[config.mk]
export PLATFORM = sky130hd
export DESIGN_NAME = multdiv_unit
export DESIGN_NICKNAME = d
export VERILOG_FILES = /design/src/rtl/multdiv_pkg.sv /design/src/rtl/multdiv_unit_booth_radix4_step.sv /design/src/rtl/multdiv_unit.sv
export SDC_FILE = /design/constraint.sdc
export NUM_CORES = 1
export LEC_CHECK = 0
export ABC_AREA = 1
export BUFFER_PORTS_ARGS = -buffer_cell sky130_fd_sc_hd__buf_4
export CORE_MARGIN = 5
export CORE_UTILIZATION = 29
export DETAILED_ROUTE_END_ITERATION = 7
export PLACE_DENSITY = 0.41
export REMOVE_ABC_BUFFERS = 1
export SYNTH_ARGS = -nofsm -noshare
export SYNTH_HDL_FRONTEND = slang
export SYNTH_SLANG_ARGS = --single-unit
[constraint.sdc]
create_clock -name clock -period 6.4 [get_ports clock]
set_clock_uncertainty 0.05 [all_clocks]
set_input_delay 1.92 -clock clock [delete_from_list [all_inputs] [get_ports clock]]
set_output_delay 1.92 -clock clock [all_outputs]
set_load 0.05 [all_outputs]
[src/rtl/multdiv_pkg.sv]
`default_nettype none
// ============================================================================
// Module      : multdiv_pkg
// Description : Shared types and constants for the multi-cycle signed
//               multiply/divide unit.
// Revision    : 1.0 - initial release
// ============================================================================
package multdiv_pkg;

  // Sequencer states of the multiply/divide unit
  typedef enum logic [1:0] {
    IDLE = 2'd0,
    MULT = 2'd1,
    DIV  = 2'd2,
    DONE = 2'd3
  } state_t;

  // Radix-4 Booth retires two multiplier bits per step; division one bit
  localparam int MULT_STEPS = 16;
  localparam int DIV_STEPS  = 32;

  // Step counter must reach DIV_STEPS-1
  localparam int CNT_W = 5;

  // Most negative 32-bit value, needed for the INT_MIN / -1 overflow case
  localparam logic [31:0] INT_MIN = 32'h8000_0000;

endpackage : multdiv_pkg
`default_nettype wire

[src/rtl/multdiv_unit_booth_radix4_step.sv]
`default_nettype none
// ============================================================================
// Module      : booth_radix4_step
// Description : Combinational radix-4 modified Booth recoder. Maps a 3-bit
//               window {b[i+1], b[i], b[i-1]} of the multiplier to the signed
//               partial-product addend 0, +M, +2M, -M or -2M, two bits wider
//               than the multiplicand so +/-2M is representable.
// Revision    : 1.0 - initial release
// ============================================================================
module booth_radix4_step #(
  parameter int WIDTH = 32
) (
  input  logic [2:0]       window,
  input  logic [WIDTH-1:0] mcand,
  output logic [WIDTH+1:0] addend
);

  logic [WIDTH+1:0] m_ext;
  logic [WIDTH+1:0] m2_ext;

  // Sign-extended multiplicand and its double
  assign m_ext  = {{2{mcand[WIDTH-1]}}, mcand};
  assign m2_ext = {mcand[WIDTH-1], mcand, 1'b0};

  // Booth digit decode: window value selects the addend
  always_comb begin
    addend = '0;
    case (window)
      3'b001, 3'b010: addend = m_ext;
      3'b011:         addend = m2_ext;
      3'b100:         addend = (~m2_ext) + (WIDTH+2)'(1);
      3'b101, 3'b110: addend = (~m_ext) + (WIDTH+2)'(1);
      default:        addend = '0;
    endcase
  end

endmodule : booth_radix4_step
`default_nettype wire

[src/rtl/multdiv_unit.sv]
`default_nettype none
// ============================================================================
// Module      : multdiv_unit
// Description : Multi-cycle signed multiply/divide unit. A one-cycle
//               ctrl_mult / ctrl_div pulse latches the operands; the unit
//               iterates (radix-4 Booth multiply, 17-cycle latency, or
//               non-restoring divide, 33-cycle latency) while busy stalls the
//               pipeline, then pulses result_rdy with data_result and
//               data_exception.
//               Optional build macro: MULTDIV_EARLY_DIV0_EN - a divide by
//               zero finishes one cycle after the start instead of running
//               the full divide sequence.
// Revision    : 1.0 - initial release
// ============================================================================
module multdiv_unit
  import multdiv_pkg::*;
#(
  parameter int WIDTH = 32
) (
  input  logic             clock,
  input  logic             reset,
  input  logic             ctrl_mult,
  input  logic             ctrl_div,
  input  logic [WIDTH-1:0] data_operandA,
  input  logic [WIDTH-1:0] data_operandB,
  output logic [WIDTH-1:0] data_result,
  output logic             data_exception,
  output logic             result_rdy,
  output logic             busy
);

`ifdef MULTDIV_EARLY_DIV0_EN
  localparam logic EARLY_DIV0 = 1'b1;
`else
  localparam logic EARLY_DIV0 = 1'b0;
`endif

  localparam logic [CNT_W-1:0] MULT_LAST = CNT_W'(MULT_STEPS - 1);
  localparam logic [CNT_W-1:0] DIV_LAST  = CNT_W'(DIV_STEPS - 1);

  // Sequencer
  state_t           state;
  state_t           state_nxt;
  logic [CNT_W-1:0] cnt;
  logic             start_mult;
  logic             start_div;
  logic             operand_b_zero;
  logic             retire;

  // Booth datapath: {acc, mplr, guard} shifts right two bits per step
  logic [WIDTH:0]   acc;
  logic [WIDTH-1:0] mplr;
  logic             guard;
  logic [WIDTH-1:0] mcand;
  logic [WIDTH+1:0] addend;
  logic [WIDTH+1:0] psum;

  // Non-restoring divider datapath on operand magnitudes
  logic [WIDTH+1:0] rem;
  logic [WIDTH+1:0] rem_shift;
  logic [WIDTH+1:0] rem_nxt;
  logic [WIDTH-1:0] quo;
  logic [WIDTH-1:0] dvsr;
  logic [WIDTH-1:0] mag_a;
  logic [WIDTH-1:0] mag_b;
  logic             is_div;
  logic             neg_q;
  logic             div0;
  logic             div_ovf;

  // Final result selection, registered out of DONE
  logic [WIDTH-1:0] fin_result;
  logic             fin_exc;

  // Simultaneous pulses are treated as no start at all
  assign start_mult     = ctrl_mult & ~ctrl_div;
  assign start_div      = ctrl_div & ~ctrl_mult;
  assign operand_b_zero = (data_operandB == '0);

  // DONE hands over to IDLE without a restart: this is the retiring edge
  assign retire = (state == DONE) && (state_nxt == IDLE);

  assign mag_a = data_operandA[WIDTH-1] ? ((~data_operandA) + WIDTH'(1)) : data_operandA;
  assign mag_b = data_operandB[WIDTH-1] ? ((~data_operandB) + WIDTH'(1)) : data_operandB;

  booth_radix4_step #(
    .WIDTH (WIDTH)
  ) u_booth (
    .window (({mplr[1:0], guard})),
    .mcand  (mcand),
    .addend (addend)
  );

  assign psum = {acc[WIDTH], acc} + addend;

  // Remainder sign picks subtract (non-negative) or add-back (negative)
  assign rem_shift = {rem[WIDTH:0], quo[WIDTH-1]};
  assign rem_nxt   = rem[WIDTH+1] ? (rem_shift + {2'b00, dvsr})
                                  : (rem_shift - {2'b00, dvsr});

  // State register
  always_ff @(posedge clock or negedge reset) begin
    if (!reset) begin
      state <= IDLE;
    end else begin
      state <= state_nxt;
    end
  end

  // Next-state logic: a valid start wins from any state
  always_comb begin
    state_nxt = state;
    if (start_mult) begin
      state_nxt = MULT;
    end else if (start_div) begin
      state_nxt = (EARLY_DIV0 && operand_b_zero) ? DONE : DIV;
    end else begin
      case (state)
        MULT:    if (cnt == MULT_LAST) state_nxt = DONE;
        DIV:     if (cnt == DIV_LAST)  state_nxt = DONE;
        DONE:    state_nxt = IDLE;
        default: state_nxt = IDLE;
      endcase
    end
  end

  // Operand capture and one iteration step per cycle
  always_ff @(posedge clock or negedge reset) begin
    if (!reset) begin
      cnt     <= '0;
      acc     <= '0;
      mplr    <= '0;
      guard   <= 1'b0;
      mcand   <= '0;
      rem     <= '0;
      quo     <= '0;
      dvsr    <= '0;
      is_div  <= 1'b0;
      neg_q   <= 1'b0;
      div0    <= 1'b0;
      div_ovf <= 1'b0;
    end else if (start_mult) begin
      cnt    <= '0;
      acc    <= '0;
      mplr   <= data_operandA;
      guard  <= 1'b0;
      mcand  <= data_operandB;
      is_div <= 1'b0;
    end else if (start_div) begin
      cnt     <= '0;
      rem     <= '0;
      quo     <= mag_a;
      dvsr    <= mag_b;
      is_div  <= 1'b1;
      neg_q   <= data_operandA[WIDTH-1] ^ data_operandB[WIDTH-1];
      div0    <= operand_b_zero;
      div_ovf <= (data_operandA == WIDTH'(INT_MIN)) && (data_operandB == '1);
    end else begin
      case (state)
        MULT: begin
          acc   <= {psum[WIDTH+1], psum[WIDTH+1:2]};
          mplr  <= {psum[1:0], mplr[WIDTH-1:2]};
          guard <= mplr[1];
          cnt   <= cnt + CNT_W'(1);
        end
        DIV: begin
          rem <= rem_nxt;
          quo <= {quo[WIDTH-2:0], ~rem_nxt[WIDTH+1]};
          cnt <= cnt + CNT_W'(1);
        end
        default: ;
      endcase
    end
  end

  // Result and exception from the finished datapath, with divide special cases
  always_comb begin
    fin_result = mplr;
    fin_exc    = (acc[WIDTH-1:0] != {WIDTH{mplr[WIDTH-1]}});
    if (is_div) begin
      if (div0) begin
        fin_result = '0;
        fin_exc    = 1'b1;
      end else if (div_ovf) begin
        fin_result = WIDTH'(INT_MIN);
        fin_exc    = 1'b1;
      end else begin
        fin_result = neg_q ? ((~quo) + WIDTH'(1)) : quo;
        fin_exc    = 1'b0;
      end
    end
  end

  // Registered outputs; busy covers the completion cycle as well
  always_ff @(posedge clock or negedge reset) begin
    if (!reset) begin
      data_result    <= '0;
      data_exception <= 1'b0;
      result_rdy     <= 1'b0;
      busy           <= 1'b0;
    end else begin
      busy       <= (state_nxt != IDLE) || (state == DONE);
      result_rdy <= retire;
      if (retire) begin
        data_result    <= fin_result;
        data_exception <= fin_exc;
      end
    end
  end

endmodule : multdiv_unit
`default_nettype wire
==> impl_metrics.yaml <==
run_status:
  status: "finished clean"
place:
  gp_congestion: 0.905
  placed_area_um2: 21300
  port_buffers: 102
  dp_hpwl_mm: 58.2
logic_synthesis:
  synth-seq-area-share_pct: 30.7
  synth_cell_types: 62
  netlist_area_um2: 19700
  synth_area_leaders: "dfrtp_1 (31%), nand2_1 (16%), o21ai_0 (7.3%)"
  yosys_register_bits: 241
  synth_cells: 3033
  yosysTopAreaCellShare_pct: 30.7
  synthTopCellsByCount: "nand2_1 (819), nor2_1 (355), inv_1 (326)"
  post_synth.cell_area_avg_um2: 6.48
  synth_top_area_cell: "dfrtp_1"
  yosysMostFrequentCell: "nand2_1"
  yosysWarnings: 0
  synth_enable_flop_cells: 0
  async_reset_ff_share_pct: 100
  synthFlopType: "dfrtp_1"
cells_and_area:
  area_delta_synth_final_pct: 14.9
  fin_area_um2: 22600
  layout-drive-gt1-share_pct: 8.09
  nets: 3251
  final_util_pct: 33.6
floorplanning:
  dieArea_um2: 73100
  start_util_pct: 29.3
  io_pins: 103
  die_w_um: 270
  rows: 95
  coreArea_um2: 67200
  die_h_um: 270
setup_path:
  cp_max_fo: 22
  timing.rr.end: "acc[21]"
  endpoint_kind: "flop"
  setup.worst_path.start: "mplr[0]"
  max_stage_delay_ns: 0.50
  required_ns: 6.84
  worstPathCellList: "inv_1 > nand2_1 > nand2_1 > nor2_2 > inv_1 > o22ai_1 > a21oi_1 > o21ai_0 > ha_1 > a21oi_1 > nor2_1 > nor2_1 > nand2_1 > nand2_1 > nand2_1 > a21oi_1 > inv_1 > nand2_1 > nand3_1 > nand2_1"
  worstSetupStartpointType: "flop"
  slowest_stage: "inv_1"
  regToRegStartpoint: "mplr[0]"
  cp_common_cell: "nand2_1"
  crit_arrival_ns: 4.52
  crit_type: "reg2reg"
  cp-endpoint: "acc[21]"
  ff2ff_path_depth: 20
  r2r_slack_ns: 2.32
clock_network:
  cts_buffers: 36
  path_clk_slew_ns: 0.06
  ctsHtreeMaxLevel: 2
  cts-root-buf: "clkbuf_16"
  clock_latency_ns: 0.57
  clockBufferDepth: 3
  cts_sinks: 241
  cts_tree: "built"
  cts_hold_buf: 0
  post_cts_resize_count: 0
  post-cts-setup-buffers: 0
global_route:
  grt_start_max_net_pins: 97
  grt_util_all_layers_pct: 20.1
  grt_pass1_wl_mm: 117
  overflow: 0
  antenna_found_initial: 9
  grt_pass1_vias: 19800
pwr:
  power_frac_clock_pct: 21.7
  swShare_pct: 49.9
  p_per_area_nw_per_um2: 441
  power_leakage_uw: 0.0106
  peakVddDrop_uv: 218
  p_sw_uw: 4960
  seq_power_share_pct: 25.4
  combinationalPowerShare_pct: 52.9
  p_int_uw: 4990
timing:
  finalCritPeriodShare_pct: 63.7
  report.final.slew_viol_count: 0
  max_slew_margin_pct: 31.6
  min_period_ns: 4.08
  setup-tns-final_ns: 0
  setup_viol_count_final: 0
  fmax_mhz: 245
  rsz0062_at_grt: "no"
  hold_slack_ns: 0.429
  worst_pin_slew_ns: 1.02
  final_hold_viol_count: 0
detailed_routing:
  drtIter0Drc: 1734
  dr_total_vias: 20200
  postRouteAntennaNets: 0
  wl_mm: 75.6
  firstDrtPassIters: 7
  vias_per_cell: 5.04
  routedWlPerCell_um: 18.9
  drc: 0
worst_hold_path:
  hp-start: "data_result[0]"
  min_path_cells: 2
  hp-class: "reg2reg"
flow_run:
  drv_cap: 0
## how the worst min path moves through the flow
stage                      end  slack, ns
2_1_floorplan          dvsr[6]       0.40
3_3_place_gp            rem[5]       0.42
3_5_place_dp    data_result[0]       0.43
4_1_cts         data_result[0]       0.44
5_1_grt        data_result[11]       0.46
6_report        data_result[0]       0.43
## layout make-up
| cell class | count | area [µm²] |
|---|---|---|
| fill | 7373 | 44600 |
| multi-input combinational | 2360 | 12000 |
| sequential | 241 | 6030 |
| inverter | 339 | 1270 |
| tap | 873 | 1090 |
| clock buffer | 52 | 1080 |
| timing repair buffer | 122 | 936 |
| clock inverter | 13 | 175 |
| antenna | 6 | 15.0 |
## registers in the layout, indices dropped and copies added (netlist names), 5 cells and up
signal,flops
acc,32
cnt,5
data_result,32
dvsr,32
mcand,32
mplr,32
quo,32
rem,34
## cell families after synthesis
| family | Yosys count | share of synthesized area, % |
|---|---|---|
| adder cells (fa/ha/maj) | 83 | 5.36 |
| flip-flops | 241 | 30.7 |
| AND/OR/NAND/NOR | 1555 | 33.8 |
| XOR/XNOR | 78 | 3.48 |
| AO/OA/AOI/OAI | 644 | 18.2 |
| buffers and inverters | 432 | 8.51 |
## per-layer routing
layer / vias up / GRT usage (%) / wire, µm
li1: 10200 / - / -
met4: 4 / 6.17 / 2370
met3: 114 / 3.72 / 4260
met1: 9361 / 28.1 / 35600
met5: - / 0 / 32
met2: 492 / 31.6 / 33400
## per-stage QoR
step                power (µW)  worst slack [ns]  instances
floorplan                 6050           -0.0963       2940
global placement          7780              2.00       3935
detailed placement        7780              1.99       3935
CTS                      10000              2.41       4000
global route             10800              2.01       4000
finish                    9950              2.32       4006
## cells in the final DEF, fill, tap and decap left out, types with 13 or more instances in the layout
master       n
ha_1        79
o22ai_1     23
o221ai_1    13
nor2_1     355
nor3_1      45
o21ai_0    285
nand3_1    193
buf_4      120
o211ai_1    17
nand4_1     57
nor4_1      14
xor2_1      69
inv_1      325
nand2_1    819
nand3b_1    17
a21oi_1    213
o21ai_1     25
clkbuf_16   37
o21bai_1    13
dfrtp_1    241
## power by group through the flow
| stage | sequential, µW | clock [µW] | combinational (µW) |
|---|---|---|---|
| after floorplan | 2720 | 0 | 3320 |
| final | 2520 | 2160 | 5270 |
| after global routing | 2590 | 2290 | 5920 |
| after CTS | 2520 | 2230 | 5260 |
| after detailed placement | 2540 | 0 | 5240 |
| after global placement | 2550 | 0 | 5240 |
## worst max-delay path, delay by kind of cell (launching register included)
family | cells | cell delay [ns]
AO/OA/AOI/OAI | 5 | 1.09
adder cells (fa/ha/maj) | 1 | 0.39
buffers and inverters | 3 | 0.64
flip-flops | 1 | 0.35
AND/OR/NAND/NOR | 11 | 1.48
No activity file was read; power rests on OpenSTA's default activity.
